--- src/rtl/wseq_pkg.sv ---
// ============================================================================
// Module : wseq_pkg
// Brief  : Shared mode codes and FSM state type for the wave sequencer.
// Rev    : 1.0
// ============================================================================
`default_nettype none

package wseq_pkg;

    localparam logic [2:0] WSEQ_MODE_TRI_ALT  = 3'd0;
    localparam logic [2:0] WSEQ_MODE_SINE     = 3'd1;
    localparam logic [2:0] WSEQ_MODE_SQUARE   = 3'd2;
    localparam logic [2:0] WSEQ_MODE_TRIANGLE = 3'd3;
    localparam logic [2:0] WSEQ_MODE_SAW      = 3'd4;
    localparam logic [2:0] WSEQ_MODE_ABS_SINE = 3'd5;
    localparam logic [2:0] WSEQ_MODE_SINE_ALT = 3'd6;
    localparam logic [2:0] WSEQ_MODE_IDLE     = 3'd7;

    typedef enum logic [1:0] {
        IDLE = 2'd0,
        GAP  = 2'd1,
        RUN  = 2'd2,
        FIN  = 2'd3
    } wseq_state_e;

endpackage

`default_nettype wire

--- src/rtl/wseq_table.sv ---
// ============================================================================
// Module : wseq_table
// Brief  : DEPTH x (mode, length) register file; sync write, async read.
// Rev    : 1.0
// ============================================================================
`default_nettype none

module wseq_table
    import wseq_pkg::*;
#(
    parameter int DEPTH = 8,
    parameter int LEN_W = 16,
    parameter int IDX_W = $clog2(DEPTH)
) (
    input  logic             clk,
    input  logic             rst_n,
    input  logic             wr_en,
    input  logic [IDX_W-1:0] wr_addr,
    input  logic [2:0]       wr_mode,
    input  logic [LEN_W-1:0] wr_len,
    input  logic [IDX_W-1:0] rd_addr,
    output logic [2:0]       rd_mode,
    output logic [LEN_W-1:0] rd_len
);

    logic [2:0]       r_mode [DEPTH];
    logic [LEN_W-1:0] r_len  [DEPTH];

    // Cleared entries read as a zero-length idle segment, so they are skipped.
    always_ff @(posedge clk) begin
        if (!rst_n) begin
            for (int i = 0; i < DEPTH; i++) begin
                r_mode[i] <= WSEQ_MODE_IDLE;
                r_len[i]  <= '0;
            end
        end else if (wr_en) begin
            r_mode[wr_addr] <= wr_mode;
            r_len[wr_addr]  <= wr_len;
        end
    end

    assign rd_mode = r_mode[rd_addr];
    assign rd_len  = r_len[rd_addr];

endmodule

`default_nettype wire

--- src/rtl/wave_sequencer.sv ---
// ============================================================================
// Module : wave_sequencer
// Brief  : Plays a table of (mode, length) segments onto the generator select,
//          with one idle-code cycle between segments. WSEQ_LOOP_EN adds `loop`.
// Rev    : 1.0
// ============================================================================
`default_nettype none

module wave_sequencer
    import wseq_pkg::*;
#(
    parameter int DEPTH = 8,
    parameter int LEN_W = 16,
    parameter int IDX_W = $clog2(DEPTH)
) (
    input  logic             clk,
    input  logic             rst_n,
    input  logic             wr_en,
    input  logic [IDX_W-1:0] wr_addr,
    input  logic [2:0]       wr_mode,
    input  logic [LEN_W-1:0] wr_len,
    output logic             wr_err,
    input  logic             start,
    input  logic             stop,
    input  logic [IDX_W:0]   seg_cnt,
`ifdef WSEQ_LOOP_EN
    input  logic             loop,
`endif
    output logic [2:0]       status,
    output logic [IDX_W-1:0] seg_idx,
    output logic             seg_first,
    output logic             busy,
    output logic             done
);

    localparam logic [IDX_W:0] c_depth = (IDX_W+1)'(DEPTH);

    wseq_state_e      r_state, w_state_nx;
    logic [IDX_W:0]   r_count, w_count_nx, w_cnt_clamp;
    logic [LEN_W-1:0] r_len_cnt, w_len_cnt_nx;
    logic [IDX_W-1:0] w_idx_nx;
    logic [2:0]       w_rd_mode, w_status_nx;
    logic [LEN_W-1:0] w_rd_len;
    logic             w_loop, w_last_seg, w_seg_end;

`ifdef WSEQ_LOOP_EN
    assign w_loop = loop;
`else
    assign w_loop = 1'b0;
`endif

    wseq_table #(
        .DEPTH (DEPTH),
        .LEN_W (LEN_W),
        .IDX_W (IDX_W)
    ) u_table (
        .clk     (clk),
        .rst_n   (rst_n),
        .wr_en   (wr_en && (r_state == IDLE)),
        .wr_addr (wr_addr),
        .wr_mode (wr_mode),
        .wr_len  (wr_len),
        .rd_addr (seg_idx),
        .rd_mode (w_rd_mode),
        .rd_len  (w_rd_len)
    );

    assign w_cnt_clamp = (seg_cnt > c_depth) ? c_depth : seg_cnt;
    assign w_last_seg  = (({1'b0, seg_idx} + 1'b1) == r_count);

    always_comb begin
        w_state_nx   = r_state;
        w_idx_nx     = seg_idx;
        w_count_nx   = r_count;
        w_len_cnt_nx = r_len_cnt;
        w_seg_end    = 1'b0;
        case (r_state)
            IDLE: begin
                if (start && !stop) begin
                    w_count_nx = w_cnt_clamp;
                    w_idx_nx   = '0;
                    w_state_nx = (w_cnt_clamp == '0) ? FIN : GAP;
                end
            end
            GAP: begin
                if (stop) begin
                    w_state_nx = IDLE;
                    w_idx_nx   = '0;
                end else if (w_rd_len != '0) begin
                    w_state_nx   = RUN;
                    w_len_cnt_nx = w_rd_len;
                end else begin
                    w_seg_end = 1'b1;
                end
            end
            RUN: begin
                if (stop) begin
                    w_state_nx = IDLE;
                    w_idx_nx   = '0;
                end else begin
                    w_len_cnt_nx = r_len_cnt - 1'b1;
                    w_seg_end    = (r_len_cnt == LEN_W'(1));
                end
            end
            FIN: begin
                w_state_nx = IDLE;
                w_idx_nx   = '0;
            end
            default: begin
                w_state_nx = IDLE;
                w_idx_nx   = '0;
            end
        endcase

        if (w_seg_end) begin
            if (!w_last_seg) begin
                w_idx_nx   = seg_idx + 1'b1;
                w_state_nx = GAP;
            end else if (w_loop) begin
                w_idx_nx   = '0;
                w_state_nx = GAP;
            end else begin
                w_state_nx = FIN;
            end
        end

        // RUN is only entered or held with an unchanged index, so the current read is valid.
        w_status_nx = (w_state_nx == RUN) ? w_rd_mode : WSEQ_MODE_IDLE;
    end

    always_ff @(posedge clk) begin
        if (!rst_n) begin
            r_state   <= IDLE;
            r_count   <= '0;
            r_len_cnt <= '0;
            seg_idx   <= '0;
            status    <= WSEQ_MODE_IDLE;
            seg_first <= 1'b0;
            busy      <= 1'b0;
            done      <= 1'b0;
            wr_err    <= 1'b0;
        end else begin
            r_state   <= w_state_nx;
            r_count   <= w_count_nx;
            r_len_cnt <= w_len_cnt_nx;
            seg_idx   <= w_idx_nx;
            status    <= w_status_nx;
            seg_first <= (w_state_nx == RUN) && (r_state == GAP);
            busy      <= (w_state_nx != IDLE);
            done      <= (w_state_nx == FIN);
            wr_err    <= wr_en && (r_state != IDLE);
        end
    end

endmodule

`default_nettype wire

--- config.mk ---
export PLATFORM = sky130hd
export DESIGN_NAME = wave_sequencer
export DESIGN_NICKNAME = d
export VERILOG_FILES = /design/src/rtl/wseq_pkg.sv /design/src/rtl/wseq_table.sv /design/src/rtl/wave_sequencer.sv
export SDC_FILE = /design/constraint.sdc
export NUM_CORES = 1
export LEC_CHECK = 0
export CAP_MARGIN = 20
export CORE_MARGIN = 2
export CORE_UTILIZATION = 57
export CTS_BUF_LIST = sky130_fd_sc_hd__clkbuf_16
export CTS_CLUSTER_DIAMETER = 50
export DETAILED_ROUTE_END_ITERATION = 6
export PLACE_DENSITY_LB_ADDON = 0.15
export SETUP_SLACK_MARGIN = 0.15
export SYNTH_ARGS = -nofsm -noshare
export SYNTH_HDL_FRONTEND = slang
export SYNTH_HIERARCHICAL = 1
export SYNTH_SLANG_ARGS = --single-unit
--- constraint.sdc ---
create_clock -name clk -period 4.2 [get_ports clk]
set_clock_uncertainty 0.15 [all_clocks]
set_input_delay 0.84 -clock clk [delete_from_list [all_inputs] [get_ports clk]]
set_output_delay 0.84 -clock clk [all_outputs]
set_load 0.05 [all_outputs]
==> impl.org <==
** Outcome
- The run finished with clean final reports.

** Clocking
- Buffers inserted during clock tree synthesis total 17.
- The clock reaches the later pin of the worst-skew pair after 430 ps.
- Counting along the longest clock path gives a buffer depth of 2.
- Number of instances resized during post-cts repair :: 0
- For this design, the sink count on the clock tree is 184.
- CTS hold repair buffers :: 0
- The cell sitting at the root of the clock tree is a sky130_fd_sc_hd__clkbuf_16.
- After clock tree synthesis, the clock-pin slew on the worst setup and hold paths is 70 ps.
- CTS H-Tree Depth :: 4
- TritonCTS built the clock tree.
- Number of buffers added for setup after CTS :: 0

** Yosys
- Post-Synth Simple-Gate Area :: 0.1585
- In the synthesized netlist, the number of instances is 674.
- Of the synthesized area, sequential elements account for 0.5898.
- Number of synthesized register bits :: 184
- Synth area leader :: sky130_fd_sc_hd__edfxtp_1
- Share of Yosys cell area claimed by the top area cell type :: 0.5172
- The most used flip-flop cell after synthesis is sky130_fd_sc_hd__edfxtp_1.
- Synth Area in Compound Gates :: 0.05856
- Of the total synthesized cell area, the portion taken by XOR and XNOR cells is 0.004962.
- Synth async-reset ratio :: 0
- For this run, the number of Yosys warnings is 6.
- In the post-synthesis netlist, the biggest area contributors are sky130_fd_sc_hd__edfxtp_1 (52%), sky130_fd_sc_hd__nor3_1 (7.7%), sky130_fd_sc_hd__mux4_2 (7.4%).
- Post-synthesis net count :: 711
- Post-synth EDFFs :: 152
- Mapped cell area :: 0.008825 sq mm
- Dominant combinational cell family by area after synthesis :: simple AND/OR/NAND/NOR gates
- Of the total synthesized cell area, the portion taken by full adders, half adders and majority gates is 0.008507.
- Post-synthesis mux area share :: 0.1399
- Mapped Avg Cell Area :: 13.09 sq um
- Count of cell types in the netlist :: 59

** Setup path
- The number of buffers and inverters on the critical path is 1.
- Reg-to-reg slack, setup :: 560 ps
- The worst register-to-register path begins at seg_idx[0]$_SDFF_PN0_.
- CP arrival :: 3810 ps
- Counting cells, the worst reg-to-reg path comes to 8.
- Terminus of the critical flop-to-flop path :: seg_first$_SDFF_PN0_
- On the worst path, the slowest cell contributes a delay of 550 ps.
- The worst setup path is launched from a flop.
- Cell type group with the largest total delay on the critical path :: simple AND/OR/NAND/NOR gates
- Slowest stage cell on the critical path :: sky130_fd_sc_hd__mux4_1
- Along the worst path, the maximum fanout reaches 7.
- By startpoint and endpoint, the worst setup path is classified as reg -> reg.
- Ordered list of cells on the worst path :: buf_4 -> mux4_1 -> mux2_4 -> nor4_1 -> nand4_1 -> a311o_1 -> and2_1 -> and4_1
- STA classifies the critical path endpoint as a flop.
- Data on the critical path is required at its endpoint by 4370 ps.

** Timing
- Maximum clock frequency :: 274.7 MHz
- Setup repair after global routing left no endpoint under its margin.
- Measured against its own limit, the worst slew margin works out to 0.5376.
- Final cycle utilization of the critical path :: 0.8668
- Least-Margin Pin Slew :: 687.3 ps
- Final worst path period need :: 3641 ps
- Pins Over Slew Limit :: 0
- Setup violations remaining at the end of the flow were counted as 0.
- Setup total negative slack on the finished layout was measured at 0 ps.
- The final hold violation count came to 0.

** Die
- Die Span Y :: 128.4 um
- Number of ports placed on the die boundary :: 41
- Die footprint :: 0.01649 sq mm
- Floorplan row count :: 45
- The region available for standard cell placement spans 0.01515 sq mm.
- For this configuration, the core starts out at a cell density of 0.5827.
- Horizontal die dimension :: 128.4 um

** Global route
- The number of antenna violations at the first check in global routing was 0.
- The first global-routing pass estimated 32920 um of wire.
- Total global routing track utilization :: 0.2669
- Entering global routing, the biggest net connects 42 pins.
- The via count of the first global-routing pass is 5811.
- The total overflow left after global routing is 0.

** Detailed routing
- The first detailed-routing pass took 5 iterations.
- In this run the remaining antenna-violating nets after routing total 0.
- Detailed-route vias per instance :: 6.507
- DR iter-0 viols :: 610
- Number of design rule violations left after detail routing :: 0
- Vias :: 5921
- Dividing the detail-routed wire length by the instance count gives 22.73 um.
- Summed over all layers, the routed wires come to 20690 um.

** Layout
- Antenna cell count :: 0
- Area growth from synthesis to layout :: 14.70%
- Most frequent cells in the layout :: sky130_fd_sc_hd__edfxtp_1 (152), sky130_fd_sc_hd__nor3_1 (135), sky130_fd_sc_hd__clkdlybuf4s50_1 (40)
- The final layout contains 746 nets.
- Leaving out fill and tap cells, the most frequent cell in the layout is sky130_fd_sc_hd__edfxtp_1.
- Proportion of layout cells with a drive suffix above 1 :: 0.1787
- Number of cells in the finished layout apart from fillers :: 910
- Utilization after layout :: 0.6683
- After routing the design area is 0.01012 sq mm.

** Placement
- After detailed placement, the design holds a cell count of 878.
- Once placement finished, the instance area stood at 0.009517 sq mm.
- Global placer's final weighted congestion :: 0.8683
- Count of input and output buffers :: 40
- After legalization and detailed placement, the total HPWL measured 13140 um.

** Job
- Max-capacitance violation count :: 0

** Hold path
- Min-delay src :: r_len_cnt[10]$_SDFFE_PN0P_
- Path category of the worst min-delay check :: reg -> reg
- The worst hold path terminates at r_len_cnt[10]$_SDFFE_PN0P_.
- Counting instances, the worst hold path has a depth of 2.

** Pwr
- Summed over all cells, the static leakage comes to 3.241 nW.
- Final total power :: 4.139 mW
- Pwr/cell area :: 408.9 mW/mm^2
- VDD sags by at most 361.3 uV.
-- cells in the mapped netlist, types with 4 or more instances --
cell,n
sky130_fd_sc_hd__nor2b_1,7
sky130_fd_sc_hd__o31a_1,4
sky130_fd_sc_hd__o21ai_0,13
sky130_fd_sc_hd__mux2_2,4
sky130_fd_sc_hd__buf_1,4
sky130_fd_sc_hd__buf_2,11
sky130_fd_sc_hd__a21oi_1,21
sky130_fd_sc_hd__dfxtp_1,32
sky130_fd_sc_hd__nor3b_1,5
sky130_fd_sc_hd__nor2_1,17
sky130_fd_sc_hd__nand2_1,25
sky130_fd_sc_hd__clkbuf_1,35
sky130_fd_sc_hd__clkinv_1,17
sky130_fd_sc_hd__mux2_4,18
sky130_fd_sc_hd__or3_1,26
sky130_fd_sc_hd__ha_1,6
sky130_fd_sc_hd__o32ai_1,4
sky130_fd_sc_hd__nor4_1,10
sky130_fd_sc_hd__nand2b_1,5
sky130_fd_sc_hd__o22ai_1,8
sky130_fd_sc_hd__o21a_1,5
sky130_fd_sc_hd__edfxtp_1,152
sky130_fd_sc_hd__mux4_1,9
sky130_fd_sc_hd__nor3_1,135
sky130_fd_sc_hd__mux4_2,29
sky130_fd_sc_hd__inv_1,9
sky130_fd_sc_hd__nand3_1,6
-- power breakdown --
part | internal, mW | switching, mW
clock | 0.900 | 0.731
sequential | 2.04 | 0.0302
combinational | 0.154 | 0.282
-- area by class of cell --
| type | instances | area, sq um |
|---|---|---|
| sequential | 184 | 5207 |
| clock buffer | 17 | 425.4 |
| inverter | 26 | 97.59 |
| fill | 1066 | 5024 |
| clock inverter | 15 | 180.2 |
| multi-input combinational | 411 | 3308 |
| tap | 188 | 235.2 |
| timing repair buffer | 69 | 668.1 |
-- state kept, by name, indices dropped and copies added, names as in the netlist --
register / cells
r_state: 2
wr_err: 1
r_count: 4
u_table/r_len: 128
r_len_cnt: 16
u_table/r_mode: 24
status: 3
seg_idx: 3
done: 1
seg_first: 1
busy: 1
-- worst reg2reg max path: cells and delay by family (launching register included) --
family / cells / cell delay (ps)
and+or+nand+nor: 4 / 1330
DFF: 1 / 470
buffers and inverters: 1 / 220
muxes: 2 / 850
AOI/OAI and AO/OA: 1 / 520
-- worst max-delay path by stage --
| stage | from | to | depth (start not counted) |
|---|---|---|---|
| floorplan | seg_idx[0]$_SDFF_PN0_ | r_len_cnt[2]$_SDFFE_PN0P_ | 9 |
| global route | seg_idx[0]$_SDFF_PN0_ | r_len_cnt[0]$_SDFFE_PN0P_ | 9 |
| detailed placement | seg_idx[0]$_SDFF_PN0_ | seg_first$_SDFF_PN0_ | 8 |
| global placement | seg_idx[0]$_SDFF_PN0_ | seg_first$_SDFF_PN0_ | 8 |
| CTS | seg_idx[0]$_SDFF_PN0_ | seg_first$_SDFF_PN0_ | 8 |
| finish | seg_idx[0]$_SDFF_PN0_ | seg_first$_SDFF_PN0_ | 8 |
-- layer usage --
metal,up-vias,wire length (um),part of all wire,GRT usage
met1,2928,8667,0.42,0.3777
li1,2702,-,-,-
met3,27,1661,0.080,0.06320
met5,-,0,0,0
met2,264,10010,0.48,0.4165
met4,0,347,0.017,0.08274
-- logic make-up after synthesis --
| family | Yosys count |
|---|---|
| AND/OR/NAND/NOR | 260 |
| flip-flops | 184 |
| buffers and inverters | 79 |
| AO/OA/AOI/OAI | 77 |
| multiplexers | 63 |
| adder cells (fa/ha/maj) | 6 |
| XOR/XNOR | 5 |
-- stage by stage --
stage / hold WS, ps / setup slack, ps
4_1_cts: 333.3 / 594.6
6_report: 330.0 / 559.3
3_5_place_dp: 320.5 / 632.2
5_1_grt: 361.6 / 391.3
2_1_floorplan: 291.8 / 561.0
3_3_place_gp: 308.9 / 661.0
Power figures use the tool's default switching activity.
